$ cat src/rtl/pc_gen.sv
// Fetch-stage program counter: selects the next instruction address from reset,
// sequential, jump, call/return (circular RAS) and trap sources, with misalign and underflow traps.
module pc_gen #(
    parameter int              XLEN      = 32,
    parameter logic [XLEN-1:0] RESET_VEC = '0,
    parameter logic [XLEN-1:0] TRAP_VEC  = XLEN'('h100),
    parameter int              RAS_DEPTH = 4,
    parameter int              ALIGN     = 2
) (
    input  logic            clk,
    input  logic            rst,
    input  logic            stall,
    input  logic [2:0]      sel,
    input  logic [XLEN-1:0] jump_dir,
    output logic [XLEN-1:0] pc_out,
    output logic [XLEN-1:0] pc_inc,
    output logic [XLEN-1:0] epc_out,
    output logic            ras_empty,
    output logic            ras_full,
    output logic            misalign,
    output logic            ras_underflow
);

    localparam int              PTR_W      = $clog2(RAS_DEPTH);
    localparam int              CNT_W      = $clog2(RAS_DEPTH + 1);
    localparam logic [XLEN-1:0] ALIGN_MASK = XLEN'((64'd1 << ALIGN) - 64'd1);
    localparam logic [CNT_W-1:0] CNT_MAX   = CNT_W'(RAS_DEPTH);

    logic [XLEN-1:0]  ras_mem [RAS_DEPTH];
    logic [PTR_W-1:0] ras_ptr;
    logic [PTR_W-1:0] ras_ptr_m1;
    logic [CNT_W-1:0] ras_cnt;
    logic [XLEN-1:0]  epc;
    logic [XLEN-1:0]  ras_top;
    logic             jump_bad;
    logic             top_bad;
    logic             epc_bad;
    logic             push_en;

    assign pc_inc     = pc_out + XLEN'(4);
    assign epc_out    = epc;
    assign ras_empty  = (ras_cnt == '0);
    assign ras_full   = (ras_cnt == CNT_MAX);
    assign ras_ptr_m1 = ras_ptr - PTR_W'(1);
    assign ras_top    = ras_mem[ras_ptr_m1];
    assign jump_bad   = (jump_dir & ALIGN_MASK) != '0;
    assign top_bad    = (ras_top & ALIGN_MASK) != '0;
    assign epc_bad    = (epc & ALIGN_MASK) != '0;
    assign push_en    = !rst && !stall && (sel == 3'd4) && !jump_bad;

    // RAS contents are not reset; only the pointer and count define validity.
    always_ff @(posedge clk) begin
        if (push_en)
            ras_mem[ras_ptr] <= pc_inc;
    end

    always_ff @(posedge clk) begin
        if (rst) begin
            pc_out        <= RESET_VEC;
            epc           <= '0;
            ras_ptr       <= '0;
            ras_cnt       <= '0;
            misalign      <= 1'b0;
            ras_underflow <= 1'b0;
        end else if (stall) begin
            misalign      <= 1'b0;
            ras_underflow <= 1'b0;
        end else begin
            misalign      <= 1'b0;
            ras_underflow <= 1'b0;
            case (sel)
                3'd0: pc_out <= RESET_VEC;
                3'd1: begin
                    if (jump_bad) begin
                        pc_out   <= TRAP_VEC;
                        epc      <= pc_out;
                        misalign <= 1'b1;
                    end else begin
                        pc_out <= jump_dir;
                    end
                end
                3'd2: pc_out <= pc_inc;
                3'd3: pc_out <= pc_out;
                3'd4: begin
                    if (jump_bad) begin
                        pc_out   <= TRAP_VEC;
                        epc      <= pc_out;
                        misalign <= 1'b1;
                    end else begin
                        pc_out  <= jump_dir;
                        ras_ptr <= ras_ptr + PTR_W'(1);
                        if (ras_cnt != CNT_MAX)
                            ras_cnt <= ras_cnt + CNT_W'(1);
                    end
                end
                3'd5: begin
                    // Underflow takes precedence: an empty stack has no target to check.
                    if (ras_cnt == '0) begin
                        pc_out        <= TRAP_VEC;
                        epc           <= pc_out;
                        ras_underflow <= 1'b1;
                    end else if (top_bad) begin
                        pc_out   <= TRAP_VEC;
                        epc      <= pc_out;
                        misalign <= 1'b1;
                    end else begin
                        pc_out  <= ras_top;
                        ras_ptr <= ras_ptr_m1;
                        ras_cnt <= ras_cnt - CNT_W'(1);
                    end
                end
                3'd6: begin
                    pc_out <= TRAP_VEC;
                    epc    <= pc_out;
                end
                3'd7: begin
                    if (epc_bad) begin
                        pc_out   <= TRAP_VEC;
                        epc      <= pc_out;
                        misalign <= 1'b1;
                    end else begin
                        pc_out <= epc;
                    end
                end
            endcase
        end
    end

endmodule

$ cat config.mk
export PLATFORM = sky130hd
export DESIGN_NAME = pc_gen
export DESIGN_NICKNAME = d
export VERILOG_FILES = /design/src/rtl/pc_gen.sv
export SDC_FILE = /design/constraint.sdc
export NUM_CORES = 1
export LEC_CHECK = 0
export CAP_MARGIN = 20
export CORE_AREA = 2 2 128 180
export DETAILED_ROUTE_END_ITERATION = 12
export DIE_AREA = 0 0 130 182
export SETUP_SLACK_MARGIN = 0.2
export SLEW_MARGIN = 0
export SYNTH_ARGS = -nofsm -noshare
export SYNTH_HDL_FRONTEND = slang
export SYNTH_SLANG_ARGS = --single-unit
$ cat constraint.sdc
create_clock -name clk -period 3.5 [get_ports clk]
set_input_delay 0.7 -clock clk [delete_from_list [all_inputs] [get_ports clk]]
set_output_delay 0.7 -clock clk [all_outputs]
set_load 0.01 [all_outputs]
==> impl_metrics.toml, run 1 <==
[run_status]
status = "completed"

[setup_path]
critPathMaxFanout = 7
worst-path-buf-inv = 3
crit_path_cell_trace = "buf_4, nand4_1, nor4_4, buf_6, nand3_1, xnor2_2, clkdlybuf4s50_1"
critPathMaxStageDelay_ps = 580
worstSetupPathType = "register to output pin"
crit_arrival_ps = 2630
cp_num_cells = 7
r2r_cells = 9
critical_path_required_ps = 2800
crit_path_end_kind = "output pin"
cp_slowest_cell = "clkdlybuf4s50_1"
path_delay_family = "buffers and inverters"
crit_path_start_kind = "register"

[yosys]
ys_seq_area_share_pct = 60.5
yosys_register_bits = 199
synth_nets = 743
synth_edf_count = 128
synth.distinct_cells = 60
ys_dominant_reg_cell = "edfxtp_1"
netlist_area_sq_um = 8710
synthArstFlopShare_pct = 0
netlist_instances = 699
synthTopCellsByArea = "edfxtp_1 (44%), dfxtp_1 (16%), mux4_2 (7.8%), nand2_1 (4.4%), a21oi_1 (3.3%)"
ys_warn_count = 0
synth_area_leader_cell = "edfxtp_1"
yosysTopAreaCellShare_pct = 44.2
synth_area_per_cell_sq_um = 12.5

[sta]
fin_skew_ps = 7.70
tns_ps = 0
maxSlewHeadroom_pct = 39.6
drv_slew = 0
period_share_pct = 95.1
layout_setup_ws_ps = 172
min_period_ps = 3330
max_slew.worst_pin.slew_ps = 903
setup_viol = 0
hold_viol_final = 0
rsz0062_at_grt = "true"
max_freq_mhz = 301

[route]
wirelength_microns = 27000
drcViolationCount = 0
drtPass1Iterations = 6
via_per_inst = 5.65
wl_per_cell_microns = 22.5
drtIter0Drc = 599
antenna_left = 0
vias = 6763

[power_and_ir_drop]
p_clk_share_pct = 41.3
p_sw_w = 0.00105
combPwrFrac_pct = 7.0
leakagePower_nw = 4.06
power.internal_w = 0.00376
powerDensity_nw_per_um2 = 410
seqPwrFrac_pct = 51.8
max-vdd-ir-drop_uv = 338
swShare_pct = 21.8

[floorplan]
die_h_microns = 182
ios = 138
die_width_microns = 130
row_count = 65
dieArea_sq_um = 23700
core-area_sq_um = 22200
initial_core_util_pct = 39.2

[cells_and_area]
drive_gt1_share_pct = 20.4
n_antenna_cell = 0
area_growth_pct = 34.8
nets = 927

[global_route]
grt_first_pass_wirelength_microns = 40300
grt_usage_pct = 23.0
grt_max_degree = 60
antenna_found_initial = 0
grt-ovfl-total = 0
grt_pass1_vias = 6975

[placement]
gp_congestion = 0.879
portBuffers = 137
dp.final_hpwl_microns = 17200
dp_slack_ps = 138

[clocking]
clock_path_buffers = 2
clk_pin_slew_ps = 70
cts-htree-levels = 4
clock_sinks = 199
cts_tree = "done"
cts_made_buffers = 17
clk_latency_ps = 430
clockRootBuffer = "clkbuf_16"

[flow_run]
maxCapViolCount = 0

[min_path]
hp-class = "register to register"
hold_depth = 2
[area by class of cell]
type / count / area (sq um)
Inverter: 13 / 48.8
Multi-Input combinational cell: 434 / 3370
Clock buffer: 22 / 444
Sequential cell: 199 / 5280
Fill cell: 1923 / 10500
Clock inverter: 10 / 145
Tap cell: 301 / 377
Timing Repair Buffer: 218 / 2070
[registers in the layout, indices dropped and copies added (netlist names)]
register / flops
pc_out: 32
ras_mem: 128
epc_out: 32
ras_ptr: 2
ras_underflow: 1
ras_cnt: 3
misalign: 1
[power groups by stage]
stage          clock (W)  sequential, W  combinational, W
2_1_floorplan          0        0.00254          0.000163
3_3_place_gp           0        0.00254          0.000325
3_5_place_dp           0        0.00254          0.000329
4_1_cts          0.00201        0.00249          0.000333
5_1_grt          0.00210        0.00249          0.000357
6_report         0.00198        0.00249          0.000334
[tightest hold or removal path, cell delays in order (launching register included)]
cell and delay, ps:
dfxtp_1 320, nand2_1 50, a21oi_1 50
[logic make-up (layout without fill, tap and decap cells)]
| group | Yosys count | count (layout) | synth area share [%] |
|---|---|---|---|
| XOR/XNOR | 34 | 34 | 3.42 |
| AO/OA/AOI/OAI | 158 | 158 | 12.4 |
| multiplexers | 30 | 30 | 7.76 |
| flip-flops | 199 | 199 | 60.5 |
| adder cells (fa/ha/maj) | 7 | 7 | 1.06 |
| AND/OR/NAND/NOR | 205 | 205 | 11.6 |
| buffers and inverters | 66 | 263 | 3.20 |
[Yosys cell counts (all sizes together) (5+ instances only)]
cell type	number
a21boi	17
dfxtp	71
and2	8
nand2	101
nor4	11
xnor2	23
a222oi	26
edfxtp	128
mux4	30
clkbuf	33
inv	13
o21ai	19
ha	5
xor2	11
buf	20
nor3	13
a211oi	13
nand4	7
nand3	14
a21oi	57
nor2	26
[per-stage QoR]
stage	instance area (sq um)	hold WS, ps	utilization (%)	total power [W]	std cells
after floorplan	8710	492	-	0.00271	699
after CTS	11600	477	52.2	0.00484	1189
after global routing	11700	501	52.8	0.00495	1197
after global placement	10800	458	48.8	0.00286	1151
final	11700	474	52.8	0.00481	1197
after detailed placement	10800	465	48.8	0.00287	1151
[path summary, 6_finish.rpt]
kind,startpoint,endpoint,slack (ps)
min reg2reg,epc_out[26]$_SDFFE_PP0P_,epc_out[26]$_SDFFE_PP0P_,470
max,pc_out[10]$_SDFFE_PP0P_,pc_inc[20],170
max reg2reg,ras_ptr[1]$_SDFFE_PP0P_,epc_out[12]$_SDFFE_PP0P_,490
min,epc_out[26]$_SDFFE_PP0P_,epc_out[26]$_SDFFE_PP0P_,470
[layout by cell type, fill, tap and decap left out, drive strengths merged, types with 14 or more instances in the layout]
cell / instances
a21boi: 17
a21oi: 57
a222oi: 26
buf: 83
clkbuf: 22
clkdlybuf4s50: 124
dfxtp: 71
edfxtp: 128
inv: 15
mux4: 30
nand2: 101
nand3: 14
nor2: 26
o21ai: 19
xnor2: 23
[repair_timing]
item / 4_1_cts / 5_1_grt
endpoints found under the setup margin: 19 / 41
pin swaps: 9 / 7
hold buffers: 0 / 0
resized for setup: 32 / 17
hold endpoints to repair: 0 / 0
setup buffers: 6 / 8
[routing by layer]
layer / global-route usage, % / vias up / part of all wire [%]
met2: 40.9 / 287 / 53
met5: 0 / - / 0
met4: 9.12 / 0 / 2.9
met3: 3.18 / 57 / 5.7
met1: 27.7 / 3384 / 38
li1: - / 3035 / -
(Power assumes the default switching activity.)
==> run 2: changes to the inputs <==
- CELL_PAD_IN_SITES_DETAIL_PLACEMENT: default -> 2
- CELL_PAD_IN_SITES_GLOBAL_PLACEMENT: default -> 2
- CORE_AREA: 2 2 128 180 -> 2 2 135 190
- DIE_AREA: 0 0 130 182 -> 0 0 137 192
- HOLD_SLACK_MARGIN: default -> 0.03
- PLACE_DENSITY_LB_ADDON: default -> 0.1
==> impl_metrics.toml, run 2 (synthesis results as in run 1) <==
[run_status]
status = "completed"

[power_and_ir_drop]
power.internal_w = 0.00358
max-vdd-ir-drop_uv = 359
seqPwrFrac_pct = 52.7
p_sw_w = 0.00114
swShare_pct = 24.2
powerDensity_nw_per_um2 = 399
leakagePower_nw = 4.09
combPwrFrac_pct = 7.4
p_clk_share_pct = 39.9

[clocking]
cts_made_buffers = 17
clk_pin_slew_ps = 80
hold_buffers = 0
clock_sinks = 199
clk_latency_ps = 440
clock_path_buffers = 2
cts_tree = "done"
clockRootBuffer = "clkbuf_16"
cts-htree-levels = 4

[route]
via_per_inst = 5.65
drtIter0Drc = 447
antenna_left = 0
vias = 6904
drtPass1Iterations = 7
drcViolationCount = 0
wirelength_microns = 32000
wl_per_cell_microns = 26.2

[placement]
gp_congestion = 0.853
dp.final_hpwl_microns = 20900
dp_slack_ps = 113
portBuffers = 137
placed_cells = 1165

[cells_and_area]
nets = 939
largest_register = "ras_mem"
n_fill_cell = 2402
n_antenna_cell = 0
area_growth_pct = 35.8
largest_reg_flops = 128
final_common_cell = "edfxtp_1"
fin_cells = 1223
final_cell_mix = "edfxtp_1 (128), clkdlybuf4s50_1 (121), nand2_1 (100), buf_4 (86), dfxtp_1 (64)"
drive_gt1_share_pct = 23.3

[sta]
tns_ps = 0
layout_setup_ws_ps = 227
hold_viol_final = 0
drv_slew = 0
max_slew.worst_pin.slew_ps = 954
min_period_ps = 3270
setup_viol = 0
maxSlewHeadroom_pct = 36.2
max_freq_mhz = 306
rsz0062_at_grt = "true"
fin_skew_ps = 9.72
period_share_pct = 93.5

[floorplan]
row_count = 68
die_h_microns = 192
ios = 138
dieArea_sq_um = 26300
die_width_microns = 137
initial_core_util_pct = 35.5
core-area_sq_um = 24500

[setup_path]
worstSetupPathType = "register to output pin"
critPathMaxFanout = 6
cp_slowest_cell = "or4_4"
cp_num_cells = 6
endpoint = "pc_inc[25]"
crit_path_end_kind = "output pin"
worst-path-buf-inv = 2
r2r_cells = 10
critPathMaxStageDelay_ps = 630
rrSetupSlack_ps = 640
critical_path_required_ps = 2800
crit_path_start_kind = "register"
r2r-end = "pc_out[18]$_SDFFE_PP0P_"
crit_arrival_ps = 2570
startpoint = "pc_out[10]$_SDFFE_PP0P_"
rr_startpoint = "ras_ptr[1]$_SDFFE_PP0P_"
crit_path_cell_trace = "nand2_2, or4_4, buf_4, nor4_4, xor2_2, dlygate4sd2_1"
path_delay_family = "simple AND/OR/NAND/NOR gates"

[global_route]
grt_usage_pct = 25.0
antenna_found_initial = 0
grt_max_degree = 60
grt-ovfl-total = 0
grt_pass1_vias = 7735
grt_first_pass_wirelength_microns = 47900

[flow_run]
maxCapViolCount = 0

[min_path]
hp-class = "register to register"
-- run 2: cell types whose count changed in the layout (fill, tap and decap cells not counted), sizes merged --
cell	delta
clkinvlp	+5
clkdlybuf4s50	-3
bufinv	-3
dlymetal6s2s	-4
inv	+1
dlygate4sd2	+4
clkbuf	-3
buf	+13
clkdlybuf4s15	+2
-- run 2: layout make-up --
type / count / area [sq um] / area share [%]
sequential: 199 / 5280 / 44.6
multi-input combinational: 434 / 3420 / 28.9
timing repair buffer: 230 / 2130 / 18.0
clock buffer: 19 / 453 / 3.83
tap: 315 / 394 / 3.33
clock inverter: 13 / 98.8 / 0.836
inverter: 13 / 48.8 / 0.413
-- run 2: metrics by stage --
stage	util (%)	power (W)	instance area, sq um	hold WS, ps
after floorplan	-	0.00271	8710	492
after global placement	44.2	0.00288	10800	455
after detailed placement	44.2	0.00289	10800	476
after CTS	47.9	0.00476	11700	486
after global routing	48.2	0.00487	11800	505
final	48.2	0.00472	11800	480
-- run 2: layer usage --
layer / vias to the layer above / global-route usage, % / routed length (microns)
met2: 191 / 46.4 / 17600
li1: 3053 / - / -
met1: 3628 / 29.2 / 12600
met3: 32 / 4.41 / 1340
met5: - / 0 / 0
met4: 0 / 6.62 / 497
-- run 2: tightest hold or removal path: stages, from the launching register on --
cell	delay [ps]
dfxtp_1	330
nand2_1	60
a21oi_1	50
-- run 2: power by group through the flow --
stage / registers (W) / logic [W] / clock network [W]
final: 0.00249 / 0.000352 / 0.00188
after global routing: 0.00249 / 0.000375 / 0.00201
after CTS: 0.00249 / 0.000351 / 0.00192
after detailed placement: 0.00254 / 0.000346 / 0
after global placement: 0.00254 / 0.000337 / 0
after floorplan: 0.00254 / 0.000163 / 0
-- run 2: how the worst min path moves through the flow --
stage | from | endpoint | slack, ps | depth (start not counted)
final | epc_out[31]$_SDFFE_PP0P_ | epc_out[31]$_SDFFE_PP0P_ | 480 | 2
after global placement | epc_out[9]$_SDFFE_PP0P_ | epc_out[9]$_SDFFE_PP0P_ | 450 | 2
after floorplan | epc_out[10]$_SDFFE_PP0P_ | epc_out[10]$_SDFFE_PP0P_ | 490 | 2
after detailed placement | epc_out[31]$_SDFFE_PP0P_ | epc_out[31]$_SDFFE_PP0P_ | 480 | 2
after global routing | epc_out[10]$_SDFFE_PP0P_ | epc_out[10]$_SDFFE_PP0P_ | 510 | 2
after CTS | epc_out[28]$_SDFFE_PP0P_ | epc_out[28]$_SDFFE_PP0P_ | 490 | 2
-- run 2: what timing repair did --
action,CTS,global route
resized for setup,56,13
setup endpoints to repair,21,15
setup buffers,22,4
pin swaps,13,4
==> run 3: changes to the inputs <==
- SKIP_LAST_GASP: default -> 1
==> impl_metrics.toml, run 3 (synthesis results as in run 1) <==
[run_status]
status = "completed"

[floorplan]
row_count = 68
die_width_microns = 137
initial_core_util_pct = 35.5
die_h_microns = 192
core-area_sq_um = 24500
dieArea_sq_um = 26300
ios = 138

[setup_path]
cp_slowest_cell = "or4_4"
critPathMaxStageDelay_ps = 630
path_delay_family = "simple AND/OR/NAND/NOR gates"
crit_arrival_ps = 2550
critPathMaxFanout = 6
crit_path_end_kind = "output pin"
critical_path_required_ps = 2800
rrSetupSlack_ps = 630
worstSetupPathType = "register to output pin"
worst-path-buf-inv = 2
crit_path_start_kind = "register"
crit_path_cell_trace = "nand2_2, or4_4, buf_4, nor4_4, xor2_2, dlygate4sd2_1"

[route]
drcViolationCount = 0
drtPass1Iterations = 7
wl_per_cell_microns = 26.1
vias = 6987
antenna_left = 0
drtIter0Drc = 346
wirelength_microns = 32000
via_per_inst = 5.71

[sta]
hold_viol_final = 0
setup_viol = 0
max_freq_mhz = 308
maxSlewHeadroom_pct = 35.1
fin_skew_ps = 9.44
period_share_pct = 92.7
max_slew.worst_pin.slew_ps = 971
drv_slew = 0
rsz0062_at_grt = "true"
min_period_ps = 3250

[global_route]
grt_pass1_vias = 7736
use_met1_pct = 29.2
grt_use_met2_pct = 46.1
grt_usage_pct = 24.9
met3_usage_pct = 4.57
grt_busiest_layer = "met2"
grt_first_pass_wirelength_microns = 47900
antenna_found_initial = 0
grt-ovfl-total = 0
grt_max_degree = 60

[cells_and_area]
n_antenna_cell = 0
area_growth_pct = 35.9
largest_reg_flops = 128
nets = 940
final_util_pct = 48.3
final_common_cell = "edfxtp_1"
final_cell_mix = "edfxtp_1 (128), clkdlybuf4s50_1 (120), nand2_1 (100), buf_4 (87), dfxtp_1 (66)"
fin_area_sq_um = 11800
n_fill_cell = 2406
largest_register = "ras_mem"
drive_gt1_share_pct = 23.4

[power_and_ir_drop]
powerDensity_nw_per_um2 = 399
seqPwrFrac_pct = 52.7
swShare_pct = 24.3
max-vdd-ir-drop_uv = 359
p_clk_share_pct = 39.9
combPwrFrac_pct = 7.4
p_sw_w = 0.00115
power.internal_w = 0.00358
leakagePower_nw = 4.13

[placement]
gp_congestion = 0.853
portBuffers = 137
placed_area_sq_um = 10800
dp.final_hpwl_microns = 20900

[clocking]
clock_path_buffers = 2
clock_sinks = 199
cts-htree-levels = 4
cts_made_buffers = 17
clockRootBuffer = "clkbuf_16"
clk_pin_slew_ps = 80
cts_tree = "done"
clk_latency_ps = 440
hold_buffers = 0

[min_path]
hp-class = "register to register"

[flow_run]
maxCapViolCount = 0
[run 3: repair_timing]
item                                   in CTS  in global routing
buffers inserted                           22                  5
gates resized for setup                    50                 20
setup endpoints to repair                  21                 18
pin swaps                                  13                  3
endpoints found under the hold margin       0                  0
[run 3: area by class of cell]
cell class	instances	area (sq um)	share of cell area (%)
Timing Repair Buffer	231	2130	18.0
Inverter	13	48.8	0.413
Tap cell	315	394	3.33
Clock inverter	13	98.8	0.836
Multi-Input combinational cell	434	3430	29.0
Clock buffer	19	453	3.83
Sequential cell	199	5270	44.6
[run 3: worst paths after layout]
path / endpoint / from / depth (start not counted)
setup / recovery: pc_inc[25] / pc_out[10]$_SDFFE_PP0P_ / 6
hold / removal: epc_out[31]$_SDFFE_PP0P_ / epc_out[31]$_SDFFE_PP0P_ / 2
setup reg to reg: pc_out[18]$_SDFFE_PP0P_ / ras_ptr[1]$_SDFFE_PP0P_ / 10
hold reg to reg: epc_out[31]$_SDFFE_PP0P_ / epc_out[31]$_SDFFE_PP0P_ / 2
[run 3: tightest hold or removal path: cells and delay by family, from the launching register on]
kind | cells | cell delay [ps]
AOI/OAI and AO/OA | 1 | 50
and+or+nand+nor | 1 | 60
DFF | 1 | 330
[run 3: power by group through the flow]
stage,clock network [W],registers (W),logic [W]
floorplan,0,0.00254,0.000163
global placement,0,0.00254,0.000337
detailed placement,0,0.00254,0.000346
CTS,0.00192,0.00249,0.000351
global route,0.00201,0.00249,0.000375
finish,0.00189,0.00249,0.000351
[run 3: through the flow]
step / TNS [ps] / hold slack (ps) / total power, W / instances / worst slack (ps)
after floorplan: 0 / 492 / 0.00271 / 699 / 583
after global placement: 0 / 455 / 0.00288 / 1165 / 235
after detailed placement: 0 / 476 / 0.00289 / 1165 / 113
after CTS: -14.7 / 486 / 0.00476 / 1219 / -14.7
after global routing: 0 / 505 / 0.00488 / 1224 / 145
final: 0 / 480 / 0.00472 / 1224 / 254
[run 3: metal layers]
metal	routed length (microns)	up-vias
met5	0	-
met4	525	0
met3	1540	38
met2	17500	216
met1	12400	3675
li1	-	3058
